**src/rtl/deinterleave_accumulator.sv**
```systemverilog
// Scatter/accumulate stage for backprop: each lane adds its contribution into the
// addressed neuron of its own bank, then the banks drain in natural neuron order.
module deinterleave_accumulator #(
  parameter int fo    = 2,
  parameter int p     = 32,
  parameter int z     = 8,
  parameter int width = 16
) (
  input  logic                                  clk,
  input  logic                                  reset,
  input  logic                                  in_valid,
  output logic                                  in_ready,
  input  logic [width*z-1:0]                    in_data,
  input  logic [$clog2(p)*z-1:0]                in_index_package,
  output logic                                  out_valid,
  input  logic                                  out_ready,
  output logic [(width+$clog2(fo))*z-1:0]       out_data,
  output logic [((p > z) ? $clog2(p/z) : 1)-1:0] out_row,
  output logic                                  done,
  output logic                                  idx_err
);

  localparam int IW    = $clog2(p);
  localparam int ZL    = $clog2(z);
  localparam int AW    = width + $clog2(fo);
  localparam int ROWS  = p / z;
  localparam int RW    = (ROWS > 1) ? $clog2(ROWS) : 1;
  localparam int BEATS = fo * ROWS;
  localparam int BW    = (BEATS > 1) ? $clog2(BEATS) : 1;

  typedef enum logic {ACCUM, DRAIN} state_t;

  state_t          state_q, state_d;
  logic [BW-1:0]   bc_q, bc_d;
  logic [RW-1:0]   dr_q, dr_d;
  logic            err_q, err_d;
  logic            acc_we;
  logic            first_sweep;
  logic            lane_err;

  logic [AW-1:0]   acc_q  [z][ROWS];
  logic [AW-1:0]   wr_val [z];
  logic [RW-1:0]   row    [z];
  logic [IW-1:0]   idx    [z];
  logic [AW-1:0]   ext    [z];

  // Sweep 0 overwrites instead of adding, so no clear phase is needed between junctions.
  assign first_sweep = (32'(bc_q) < ROWS);

  always_comb begin
    lane_err = 1'b0;
    for (int unsigned j = 0; j < z; j++) begin
      idx[j]    = in_index_package[j*IW +: IW];
      row[j]    = RW'(idx[j] >> ZL);
      lane_err  = lane_err | ((32'(idx[j]) & (z - 1)) != j);
      ext[j]    = AW'($signed(in_data[j*width +: width]));
      wr_val[j] = first_sweep ? ext[j] : acc_q[j][row[j]] + ext[j];
    end
  end

  always_comb begin
    state_d   = state_q;
    bc_d      = bc_q;
    dr_d      = dr_q;
    err_d     = err_q;
    acc_we    = 1'b0;
    in_ready  = 1'b0;
    out_valid = 1'b0;
    done      = 1'b0;
    unique case (state_q)
      ACCUM: begin
        in_ready = 1'b1;
        if (in_valid) begin
          acc_we = 1'b1;
          err_d  = err_q | lane_err;
          if (bc_q == BW'(BEATS - 1)) begin
            bc_d    = '0;
            state_d = DRAIN;
          end else begin
            bc_d = bc_q + 1'b1;
          end
        end
      end
      DRAIN: begin
        out_valid = 1'b1;
        if (out_ready) begin
          if (dr_q == RW'(ROWS - 1)) begin
            done    = 1'b1;
            dr_d    = '0;
            state_d = ACCUM;
          end else begin
            dr_d = dr_q + 1'b1;
          end
        end
      end
      default: state_d = ACCUM;
    endcase
  end

  always_ff @(posedge clk or posedge reset) begin
    if (reset) begin
      state_q <= ACCUM;
      bc_q    <= '0;
      dr_q    <= '0;
      err_q   <= 1'b0;
    end else begin
      state_q <= state_d;
      bc_q    <= bc_d;
      dr_q    <= dr_d;
      err_q   <= err_d;
    end
  end

  // Accumulator storage is deliberately unreset; stale contents die on the next sweep 0.
  always_ff @(posedge clk) begin
    if (acc_we) begin
      for (int unsigned j = 0; j < z; j++) begin
        acc_q[j][row[j]] <= wr_val[j];
      end
    end
  end

  always_comb begin
    for (int unsigned j = 0; j < z; j++) begin
      out_data[j*AW +: AW] = acc_q[j][dr_q];
    end
  end

  assign out_row = dr_q;
  assign idx_err = err_q;

endmodule

```
**config.mk**
```make
export PLATFORM = sky130hd
export DESIGN_NAME = deinterleave_accumulator
export DESIGN_NICKNAME = d
export VERILOG_FILES = /design/src/rtl/deinterleave_accumulator.sv
export SDC_FILE = /design/constraint.sdc
export NUM_CORES = 1
export LEC_CHECK = 0
export ABC_AREA = 1
export BUFFER_PORTS_ARGS = -buffer_cell sky130_fd_sc_hd__buf_4
export CAP_MARGIN = 20
export CORE_MARGIN = 5
export CORE_UTILIZATION = 38
export CTS_CLUSTER_DIAMETER = 40
export DETAILED_ROUTE_END_ITERATION = 12
export GPL_ROUTABILITY_DRIVEN = 1
export PLACE_DENSITY = 0.55
export SYNTH_ARGS = -nofsm -noshare
export SYNTH_HDL_FRONTEND = slang
export SYNTH_SLANG_ARGS = --single-unit
```
**constraint.sdc**
```tcl
create_clock -name clk -period 3.5 [get_ports clk]
set_clock_uncertainty 0.2 [all_clocks]
set_input_delay 0.525 -clock clk [delete_from_list [all_inputs] [get_ports clk]]
set_output_delay 0.525 -clock clk [all_outputs]
set_load 0.05 [all_outputs]
```
# Word-level counts from Yosys, hierarchy flattened
# Memory sizes are Yosys's and may differ from the RTL's.
# Cells that the tools add are included.
dict set report op_classes {
  shift 0
  magnitude_cmp 18
  add_sub_neg 10
  n_div 0
  n_bitwise 18
  n_mux 95
  n_mul 0
  eq_ne 9
  n_reduce_logical 11
}
# cell n
set op_table {}
lappend op_table {{$mux W17} 48}
lappend op_table {{$bmux W17 S2} 16}
lappend op_table {{$mux W68} 8}
lappend op_table {{$demux W17 S2} 8}
lappend op_table {{$add A17 B17 Y17} 8}
lappend op_table {{$reduce_bool A32 Y1} 1}
lappend op_table {{$ge A3 B3 Y1 const B} 9}
lappend op_table {{$not A2 Y3} 9}
lappend op_table {{$lt A3 B1 Y1 const B} 8}
lappend op_table {{$mux W1} 12}
lappend op_table {{$ne A3 B3 Y1 const B} 4}
lappend op_table {{$logic_and A1 B1 Y1} 8}
lappend op_table {{$or A1 B1 Y1} 8}
lappend op_table {{$ne A3 B2 Y1 const B} 2}
lappend op_table {{$reduce_and A2 Y1} 2}
lappend op_table {{$add A3 B1 Y3 const B} 1}
lappend op_table {{$eq A3 B3 Y1 const B} 1}
lappend op_table {{$lt A3 B3 Y1 const B} 1}
lappend op_table {{$mux W3} 1}
lappend op_table {{$ne A3 B1 Y1 const B} 1}
lappend op_table {{$add A2 B1 Y2 const B} 1}
lappend op_table {{$eq A2 B2 Y1 const B} 1}
lappend op_table {{$mux W2} 1}
lappend op_table {{$pmux W1 S2} 1}
lappend op_table {{$not A1 Y1} 1}
dict set report word_totals {
  ram_bits 544
  input_bits 172
  mem_count 1
  romBits 0
  wordCells 166
  output_inout_bits 142
  latchBits 0
  ff_bits 7
}
# memory words word_bits read_ports rd_clocked_by_memory_dff write_ports line_no
set mem_list {}
lappend mem_list {acc_q 8 68 8 0 8 41} ;# logic [AW-1:0] acc_q [z][ROWS];

# Depth between registers and ports, before layout
# Gate-level depths: netlist of the first run.
dict set report depth {
  depth_word 9
  ltp_mapped 19
  depth_no_buf 18
}

# Least setup slack after synthesis of the first run
# OpenSTA, ideal clock, no wires.
dict set report synth_path {
  path_type {register -> register}
  start {reg state_q}
  end {mem acc_q[0][153] (netlist bit) (enable)}
  synth_period_minus_slack_ns 3.301
  setup_time_ns 0.412
  t_required_ns 2.888
  t_arrival_ns 2.688
  slack_ns 0.199
  stages_incl_launch_ff 5
  n_path_buf 1
  cell_sequence {dfrtp_1 inv_1 nand2_1 clkbuf_1 nor3_1}
}
# item line_no
set synth_rtl {}
lappend synth_rtl {{start: declaration} 33} ;# state_t state_q, state_d;
lappend synth_rtl {{start signal: assignment} 107} ;# state_q <= state_d;
lappend synth_rtl {{end: declaration} 41}

# Worst setup path in the final report of the first run
dict set report layout_path {
  start {reg dr_q[1], in the netlist out_row[1]}
  end {out out_data[119]}
}
dict set report layout_between {
  elab_chain_cells 4
}
# item line_no
set layout_rtl {}
lappend layout_rtl {{start: declaration} 35} ;# logic [RW-1:0] dr_q, dr_d;
lappend layout_rtl {{start signal: assignment} 109} ;# dr_q <= dr_d;
lappend layout_rtl {{$not A2 Y3 (not written as such)} 125} ;# out_data[j*AW +: AW] = acc_q[j][dr_q];
lappend layout_rtl {{$bmux W17 S2} 125}
lappend layout_rtl {{$mux W17 (not written as such) (2 in series)} 125}
lappend layout_rtl {{end: declaration} 17} ;# output logic [(width+$clog2(fo))*z-1:0] out_data,
# Every way passes these cells. The select of a mux whose other input is x is not followed.

==> summary.md, run 1 <==
| Metric | Value |
|---|---|
| Nets@finish | `about 4700` |
| DR vias/cell | `~5.2` |
| Initial core utilization | `0.3831` |
| Fin cells | `5591` |
| Tightest Pin Transition | `between 1000 and 1500 ps` |
| Net Count, Synth | `around 4300` |
| Io pins | `approximately 310` |
| Via Count | `approximately 29000` |
| Largest net degree at the start of global routing | `between 100 and 150` |
| Setup TNS | `0 ps` |
| Layout cells sized above 1 | `0.1498` |
| Final instance area | `~41000 um2` |
| Vias in the first global route | `28370` |
| DR WL/cell | `between 15 and 20 um` |
| Final Hold Fails | `0` |
| Status | `finished clean` |
| Die Height | `approximately 310 um` |
| Crit Path Category | `register to output port` |
| Port Buf Inserts | `roughly 310` |
| Power per cell area | `approximately 830 nW/um2` |
| Worst Setup Start Kind | `register` |
| WP data required | `~2800 ps` |
| Sw Ratio | `0.4435` |
| Site row count | `108` |
| Clock H-tree levels | `3` |
| Power, Total | `33.82 mW` |
| Sequential area share after synthesis | `0.4960` |
| Fill cells | `around 8400` |
| Worst min-delay path class | `input port to register` |
| Post-Syn Area | `around 33000 um2` |
| GPL Wtd Cong | `between 0.8 and 0.9` |
| CP arrival | `about 2700 ps` |
| Tot GR Track Use | `0.2174` |
| Minimum clock period | `3378 ps` |
| Peak supply drop | `around 0.73 mV` |
| RSZ-0062 raised after global routing | `no` |
| Final Cycle Share | `0.9652` |
| Max_cap viols | `0` |
| Sw power | `15.00 mW` |
| Number of instances in the placed design | `approximately 5400` |
| Slowest stage delay, CP | `between 600 and 700 ps` |
| Clock transition at path regs | `50 ps` |
| Lkg Pwr | `~18 nW` |
| TritonRoute pass-1 iters | `5` |
| Peak Freq | `between 200 and 300 MHz` |
| Yosys cell types | `34` |
| Buf+Inv Stages, Crit Path | `3` |
| Core Region | `about 87000 um2` |
| Die Area | `about 94000 um2` |
| Detailed Place HPWL | `about 75000 um` |
| Setup repair bufs after CTS | `0` |
| Synth Instances | `3977` |
| CTS tree | `built` |
| Slowest CP cell | `dfrtp_4` |
| Slew HR | `0.2920` |
| Top Family by Delay on Critical Path | `buffers and inverters` |
| Hold WS | `50.97 ps` |
| CTS max path bufs | `3` |
| CP Cell Sequence | `inv_8 -> buf_12 -> o21ai_0 -> o22ai_1 -> buf_4` |
| DRT Wirelength | `around 110000 um` |
| GR Overflow Total | `0` |
| Clock network fraction of design power | `0.266` |
| Initial antenna violation count | `3` |
| Peak fanout along the critical path | `29` |
| Reg power frac | `0.272` |
| Yosys warning total | `0` |
| Clock Sinks | `551` |
| Final Slew Violations | `0` |
| CTS Root Cell | `clkbuf_16` |
| Die X | `306.0 um` |
| Placed cell areas | `around 37000 um2` |
| Combinational power share | `0.462` |
| Global-route wire length before repair | `161800 um` |
| Synth Area per Inst | `~8.4 um2` |
| Worst skew pair latency | `650 ps` |
| Setup violations, final | `0` |
| Crit end category | `output port` |
| Iter 0 DRT Violations | `between 2000 and 2500` |
| TritonCTS buffer count | `between 90 and 100` |
| Pint | `about 19 mW` |
| Number of remaining DRC errors | `0` |
| P&R area growth vs syn | `22.35%` |
| Post-DRT Antenna Nets | `0` |
| Post-synthesis register bit count | `roughly 550` |
==> cells by family after synthesis <==
group                    count (synthesis)  synth area share
AND/OR/NAND/NOR                       1985            0.2448
AO/OA/AOI/OAI                          740            0.1338
flip-flops                             551            0.4960
buffers and inverters                  546           0.06710
adder cells (fa/ha/maj)                139           0.05405
XOR/XNOR                                16          0.004210
==> repair_timing <==
item,in CTS,in global routing
gates resized for setup,0,2
endpoints found under the hold margin,41,0
setup endpoints to repair,0,7
hold buffers,11,0
==> cell type report <==
class,count,area [um2],area share
multi-input cells,2880,14610,0.3588
diodes,3,7.507,0.0001843
clock inverters,70,696.9,0.01711
flip-flops and latches,551,16520,0.4057
repair buffers,438,3518,0.08639
inverters,392,1496,0.03674
well taps,1155,1445,0.03549
clock buffers,102,2425,0.05954
==> worst reg2reg max path: stages (launching register included) <==
cell     delay (ps)
dfrtp_1         420
inv_1           110
nand2_2         270
buf_4           340
nor2_1          630
buf_4           370
==> power by group through the flow <==
stage                     clock (mW)  sequential (mW)  combinational (mW)
after floorplan                    0             9.14                10.3
after global placement             0             9.32                15.6
after detailed placement           0             9.32                15.7
after CTS                       9.19             9.20                15.7
after global routing            9.51             9.27                16.8
final                           9.01             9.20                15.6
==> layer usage <==
metal / share of wire / GRT usage
met1: 0.44 / 0.2893
met2: 0.48 / 0.3728
met3: 0.063 / 0.03569
met4: 0.016 / 0.05427
met5: 0 / 0
==> sequential cells by signal, summed over array words and instances (netlist names) <==
name     cells
acc_q      544
out_row      2
state_q      1
idx_err      1
bc_q         3
==> final timing paths <==
kind	endpoint	cells after the start	slack, ps	from
worst max-delay path	out_data[119]	5	120	out_row[1]
worst min-delay path	acc_q[1][209]	3	50	in_data[117]
worst max register to register	acc_q[1][213]	5	840	state_q
worst min register to register	bc_q[1]	2	290	bc_q[1]
max in group asynchronous	out_row[0]	3	2670	reset
min in group asynchronous	out_row[1]	3	190	reset
==> metrics by stage <==
| stage | utilization | worst slack (ps) |
|---|---|---|
| 5_1_grt | 0.4686 | 32.67 |
| 4_1_cts | 0.4684 | 12.93 |
| 6_report | 0.4687 | 121.7 |
| 3_3_place_gp | 0.4309 | 201.3 |
| 3_5_place_dp | 0.4312 | 181.3 |
| 2_1_floorplan | - | 199.2 |
==> cells in the final DEF (no fill, tap or decap), drive strengths merged, types with 9 or more instances in the layout <==
master,count
nand2,1250
edfxtp,544
buf,427
inv,405
nor2,383
o21ai,316
a22oi,200
nand3,196
o22ai,136
ha,131
clkbuf,102
a21oi,80
nand3b,49
clkinv,42
or2,33
nor3,32
and2,30
dlygate4sd3,11
bufinv,10
nand4,9
==> cell usage after synthesis <==
library cell,n,area (um2)
inv_1,357,1340
a22oi_1,200,1501
inv_2,35,131.4
and2_1,30,187.7
or2_1,8,50.05
nand2_1,1246,4677
or2_2,10,62.56
clkbuf_2,1,5.000
nor2_4,2,22.52
clkbuf_1,50,187.7
nand4_1,9,56.30
nor2_2,6,37.54
buf_2,80,400.4
buf_4,14,105.1
xor2_1,8,70.07
o21ai_0,250,1251
ha_1,131,1639
buf_6,4,45.04
or2_0,15,93.84
a221oi_2,8,120.1
fa_1,8,160.2
nor3_1,32,160.2
nand2_2,4,25.02
nor4_1,3,18.77
edfxtp_1,544,16340
o22ai_1,136,850.8
buf_1,5,18.77
nand3_1,196,980.9
nor2_1,375,1408
o21ai_1,66,330.3
xnor2_1,8,70.07
nand3b_1,49,367.9
dfrtp_1,7,175.2
a21oi_1,80,400.4
(Power assumes the default switching activity.)
==> run 2, diff against run 1 <==
- HOLD_SLACK_MARGIN: not set -> 0.06
==> run 2 against run 1 <==
Total power increased by 0.29%. Setup slack worse by 17 ps. Clock power about the same. Utilization is 0.86 points higher. Non-clock buffer count grew 74. Sequential share of layout area shrank 0.73 points. Sequential cell count did not move. Sequential power barely moved. Wire length increased by 0.41%. Fmax down 0.50%. Critical endpoint is now out_data[61].
==> summary.md, run 2 (synthesis results as in run 1) <==
| Metric | Value |
|---|---|
| Status | `finished clean` |
| Clock network fraction of design power | `0.266 (about the same)` |
| Clock H-tree levels | `3 (unchanged)` |
| Minimum clock period | `3395 ps (+17.02 ps)` |
| Worst min-delay path class | `input port to register` |
| Commonest non-fill, non-tap cell in the layout | `nand2_1` |
| Initial core utilization | `0.3831 (unchanged)` |
| Multi-input logic area | `14610 um2 (unchanged)` |
| Number of remaining DRC errors | `0 (unchanged)` |
| Worst reg2reg path startpoint | `state_q` |
| Hold path start | `in_data[104]` |
| Final instance area | `41470 um2 (+1.8%)` |
| Global-route wire length before repair | `163000 um (+0.73%)` |
| Slew HR | `0.2909 (-0.001110)` |
| Power, Total | `33.92 mW (+0.29%)` |
| Layout cells sized above 1 | `0.1473 (-0.002459)` |
| DR vias/cell | `5.212 (-0.29%)` |
| Reg power frac | `0.271 (about the same)` |
| CTS max path bufs | `3 (unchanged)` |
| Hold endpoint | `acc_q[1][195]` |
| GPL Wtd Cong | `0.8729 (unchanged)` |
| Placed cell areas | `37470 um2 (unchanged)` |
| Vias in the first global route | `28700 (+1.2%)` |
| Clock transition at path regs | `50 ps (about the same)` |
| Tightest Pin Transition | `1063 ps (+1.664 ps)` |
| Worst skew pair latency | `650 ps (about the same)` |
| Iter 0 DRT Violations | `2242 (-0.27%)` |
| Clock Sinks | `551 (unchanged)` |
| Peak fanout along the critical path | `29 (unchanged)` |
| WP data required | `2770 ps (about the same)` |
| Crit end category | `output port` |
| CP arrival | `2670 ps (+20 ps)` |
| Setup TNS | `0 ps (unchanged)` |
| Peak supply drop | `0.7307 mV (+0.24%)` |
| CTS Root Cell | `clkbuf_16` |
| Initial antenna violation count | `3 (unchanged)` |
| R2R depth | `5 (unchanged)` |
| P&R area growth vs syn | `24.59%` |
| TritonRoute pass-1 iters | `6 (+1)` |
| Worst Setup Start Kind | `register` |
| Peak Freq | `294.5 MHz (-0.50%)` |
| Register area | `16520 um2 (unchanged)` |
| GR Overflow Total | `0 (unchanged)` |
| RR Endpoint | `acc_q[1][213]` |
| Tot GR Track Use | `0.2187 (+0.001285)` |
| Die X | `306.0 um (unchanged)` |
| Port Buf Inserts | `313 (unchanged)` |
| Via Count | `29530 (+1.1%)` |
| Core Region | `86890 um2 (unchanged)` |
| Sw power | `15.04 mW (+0.25%)` |
| Die Area | `93610 um2 (unchanged)` |
| Largest net degree at the start of global routing | `119 (unchanged)` |
| Nets@finish | `4741 (+1.6%)` |
| Most frequent cells in the layout | `nand2_1, edfxtp_1, buf_4` |
| Final Slew Violations | `0 (unchanged)` |
| Pint | `18.88 mW (+0.32%)` |
| CTS tree | `built` |
| Combinational power share | `0.463 (about the same)` |
| Post-Route Utilization | `0.4773 (+0.008582)` |
| Die Height | `306.0 um (unchanged)` |
| Fill cells | `8347 (-0.69%)` |
| Site row count | `108 (unchanged)` |
| TritonCTS buffer count | `93 (unchanged)` |
| FF-to-FF setup slack | `840 ps (about the same)` |
| Hold depth | `3 (unchanged)` |
| Max reg flops | `544 (unchanged)` |
| Setup repair bufs after CTS | `0 (unchanged)` |
| Setup violations, final | `0 (unchanged)` |
| Sw Ratio | `0.4434 (about the same)` |
| DR WL/cell | `18.72 um (-0.93%)` |
| Lkg Pwr | `18.32 nW (+1.7%)` |
| Final Cycle Share | `0.9701 (+0.004863)` |
| Post-DRT Antenna Nets | `0 (unchanged)` |
| DRT Wirelength | `106100 um (+0.41%)` |
| Final Hold Fails | `0 (unchanged)` |
| RSZ-0062 raised after global routing | `no` |
| Io pins | `314 (unchanged)` |
| Detailed Place HPWL | `74680 um (unchanged)` |
| Power per cell area | `817.9 nW/um2 (-1.5%)` |
| Crit Path Category | `register to output port` |
| Max_cap viols | `0 (unchanged)` |
[run 2: critical path, stage by stage (launching register included)]
cell and delay (ps):
dfrtp_4 650, inv_8 300, buf_12 240, o21ai_0 110, o22ai_1 410, buf_4 300
[run 2: power by group through the flow]
stage	registers (mW)	clock network, mW	logic [mW]
3_3_place_gp	9.32	0	15.6
5_1_grt	9.27	9.51	16.9
4_1_cts	9.20	9.19	15.8
6_report	9.20	9.01	15.7
3_5_place_dp	9.32	0	15.7
2_1_floorplan	9.14	0	10.3
[run 2: through the flow]
step,worst slack [ps],hold slack (ps),instances
5_1_grt,32.67,92.47,5662
2_1_floorplan,199.2,128.4,3977
6_report,104.7,109.2,5667
3_3_place_gp,201.3,281.2,5402
3_5_place_dp,181.3,284.1,5404
4_1_cts,12.93,61.43,5661
[run 2: metal layers]
metal | vias to the layer above | global-route usage | wire length, um | part of all wire
li1 | 14570 | - | - | -
met1 | 13950 | 0.2904 | 46270 | 0.44
met2 | 886 | 0.3758 | 51000 | 0.48
met3 | 133 | 0.03458 | 6875 | 0.065
met4 | 0 | 0.05649 | 1933 | 0.018
met5 | - | 0 | 0 | 0
[run 2: worst max-delay path by stage]
| stage | cells past startpoint | endpoint | slack (ps) | from |
|---|---|---|---|---|
| after global placement | 19 | acc_q[0][148] | 200 | in_index_package[14] |
| final | 5 | out_data[61] | 100 | out_row[1] |
| after floorplan | 4 | acc_q[0][153] | 200 | state_q |
| after detailed placement | 18 | acc_q[0][118] | 180 | in_index_package[8] |
| after CTS | 5 | out_data[46] | 10 | out_row[0] |
| after global routing | 5 | out_data[133] | 30 | out_row[1] |
[run 2: final cells by class]
cell class / count / area share
sequential: 551 / 0.3984
clock buffer: 102 / 0.05847
clock inverter: 70 / 0.01680
tap: 1155 / 0.03485
multi-input combinational: 2880 / 0.3524
timing repair buffer: 512 / 0.1027
antenna: 5 / 0.0003017
inverter: 392 / 0.03608
[run 2: repair_timing]
item,CTS,global route
gates resized for setup,0,2
endpoints found under the setup margin,0,6
hold endpoints to repair,330,0
hold buffers,85,0
==> run 3, diff against run 2 <==
- CELL_PAD_IN_SITES_DETAIL_PLACEMENT: not set -> 1
- CELL_PAD_IN_SITES_GLOBAL_PLACEMENT: not set -> 1
- PLACE_DENSITY: 0.55 -> 0.69
==> run 3 against run 2 <==
First-iteration DRC count fell by 21%. Critical path depth fell by 1. Cell count rose by 0.71%. Count of clock-buffer cells in the layout rose by 11. Cell area rose by 2.1%. Non-clock buffer count rose by 19. Wire length rose by 12%. Global-route usage rose by 2.7 points.
==> summary.md, run 3 (synthesis results as in run 1) <==
| Metric | Value |
|---|---|
| Slowest CP cell | `dfrtp_4` |
| Crit Path Category | `register to output port` |
| DRT Wirelength | `118900 um (+12%)` |
| Worst skew pair latency | `670 ps (+20 ps)` |
| Max reg flops | `544 (unchanged)` |
| RSZ-0062 raised after global routing | `no` |
| CTS Root Cell | `clkbuf_16` |
| Lkg Pwr | `18.72 nW (+2.2%)` |
| Final instance area | `42350 um2 (+2.1%)` |
| Die X | `306.0 um (unchanged)` |
| CP Cell Sequence | `buf_16 -> o21ai_0 -> o22ai_1 -> buf_4` |
| Placed cell areas | `37550 um2 (+0.22%)` |
| Die Height | `306.0 um (unchanged)` |
| Commonest non-fill, non-tap cell in the layout | `nand2_1` |
| Peak Freq | `291.4 MHz (-1.1%)` |
| Final Cycle Share | `0.9805 (+0.01038)` |
| Tot GR Track Use | `0.2457 (+0.02704)` |
| Peak supply drop | `0.8092 mV (+11%)` |
| DR vias/cell | `5.356 (+2.8%)` |
| Peak fanout along the critical path | `121 (+320%)` |
| Vias in the first global route | `32500 (+13%)` |
| Status | `finished clean` |
| Max_cap viols | `0 (unchanged)` |
| WP data required | `2770 ps (about the same)` |
| R2R depth | `4 (-1)` |
| Site row count | `108 (unchanged)` |
| Core Region | `86890 um2 (unchanged)` |
| FF-to-FF setup slack | `720 ps (-120 ps)` |
| Final Slew Violations | `0 (unchanged)` |
| Slowest stage delay, CP | `560 ps (-90 ps)` |
| Via Count | `30570 (+3.5%)` |
| Most frequent cells in the layout | `nand2_1, edfxtp_1, buf_4` |
| Worst reg2reg path startpoint | `state_q` |
| DR WL/cell | `20.84 um (+11%)` |
| Worst min-delay path class | `input port to register` |
| Detailed Place HPWL | `83860 um (+12%)` |
| Iter 0 DRT Violations | `1769 (-21%)` |
| Clock Sinks | `551 (unchanged)` |
| TritonRoute pass-1 iters | `5 (-1)` |
| GR Overflow Total | `0 (unchanged)` |
| Largest net degree at the start of global routing | `122 (+2.5%)` |
| Power per cell area | `854.8 nW/um2 (+4.5%)` |
| Critical Path Stages | `4 (-1)` |
| RR Endpoint | `acc_q[1][62]` |
| Initial antenna violation count | `2 (-1)` |
| Number of remaining DRC errors | `0 (unchanged)` |
| Worst Setup Start Kind | `register` |
| Hold endpoint | `acc_q[0][32]` |
| Port Buf Inserts | `313 (unchanged)` |
| Setup violations, final | `0 (unchanged)` |
| Minimum clock period | `3432 ps (+36.35 ps)` |
| Global-route wire length before repair | `183100 um (+12%)` |
| Hold path start | `in_data[15]` |
| CTS tree | `built` |
| Top Family by Delay on Critical Path | `buffers and inverters` |
| Io pins | `314 (unchanged)` |
| Nets@finish | `4773 (+0.67%)` |
| Hold depth | `3 (unchanged)` |
| Clock H-tree levels | `3 (unchanged)` |
| CP arrival | `2710 ps (+40 ps)` |
| TritonCTS buffer count | `106 (+14%)` |
| Setup TNS | `0 ps (unchanged)` |
| Tightest Pin Transition | `1082 ps (+19.06 ps)` |
| Initial core utilization | `0.3831 (unchanged)` |
| Post-DRT Antenna Nets | `0 (unchanged)` |
| Die Area | `93610 um2 (unchanged)` |
| GPL Wtd Cong | `0.8731 (about the same)` |
| Final Hold Fails | `0 (unchanged)` |
| Layout cells sized above 1 | `0.1551 (+0.007804)` |
| CTS max path bufs | `3 (unchanged)` |
| Crit end category | `output port` |
| Slew HR | `0.2763 (-0.01461)` |
| Clock transition at path regs | `60 ps (about the same)` |
| P&R area growth vs syn | `27.23%` |
| Fill cells | `10190 (+22%)` |
| Buf+Inv Stages, Crit Path | `2 (-1)` |
## run 3: cell types whose count changed in the layout (fill, tap and decap cells not counted), sizes merged
cell / previous run / this run
bufinv: 10 / 19
clkinvlp: 5 / 15
clkinv: 42 / 28
clkbuf: 102 / 113
buf: 427 / 435
diode: 5 / 1
dlygate4sd3: 85 / 96
inv: 405 / 414
## run 3: per-stage QoR
stage               setup slack [ps]  power (mW)  hold slack, ps  cells    util
finish                         68.36       36.20           104.8   5707  0.4874
global route                   18.64       37.89           83.15   5706  0.4874
CTS                            48.11       36.42           60.16   5706  0.4871
detailed placement             154.8       25.37           257.6   5413  0.4321
global placement               200.7       25.10           251.8   5413  0.4321
floorplan                      199.2       19.46           128.4   3977       -
## run 3: what timing repair did
| action | CTS | global route |
|---|---|---|
| endpoints found under the setup margin | 0 | 4 |
| hold endpoints to repair | 379 | 0 |
| hold buffers | 96 | 0 |
| gates resized for setup | 0 | 4 |
| buffers inserted | 0 | 0 |
## run 3: worst max-delay path by stage
stage / start / to / slack, ps
floorplan: state_q / acc_q[0][153] / 200
global placement: in_index_package[14] / acc_q[0][203] / 200
detailed placement: in_index_package[14] / acc_q[0][186] / 150
CTS: out_row[0] / out_data[18] / 50
global route: out_row[0] / out_data[53] / 20
finish: out_row[0] / out_data[53] / 70
## run 3: cell type report
| type | instances | area [um2] | share of cell area |
|---|---|---|---|
| clock inverters | 84 | 1090 | 0.02573 |
| diodes | 1 | 2.502 | 0.00005909 |
| inverters | 392 | 1494 | 0.03528 |
| flip-flops and latches | 551 | 16520 | 0.3901 |
| clock buffers | 113 | 2721 | 0.06426 |
| well taps | 1155 | 1445 | 0.03413 |
| multi-input cells | 2880 | 14610 | 0.3451 |
| repair buffers | 531 | 4459 | 0.1053 |
## run 3: report_power, final
group	switching (mW)	internal, mW	total (mW)
Sequential	0.354	8.78	9.13
Clock	3.71	7.11	10.8
Combinational	11.8	4.40	16.3
## run 3: routing by layer
layer  wire length, um  part of all wire  vias up  GRT usage
met3              5348             0.045      180    0.03686
met2             59010              0.50      725     0.4378
met1             51740              0.43    15060     0.3127
met4              2832             0.024        2    0.06726
met5                11          0.000092        -          0
li1                  -                 -    14590          -
## run 3: worst register-to-register path, delay by kind of cell (launching register included)
family        cells  cell delay (ps)
simple gates      2             1390
buf+inv           2              480
flops             1              410
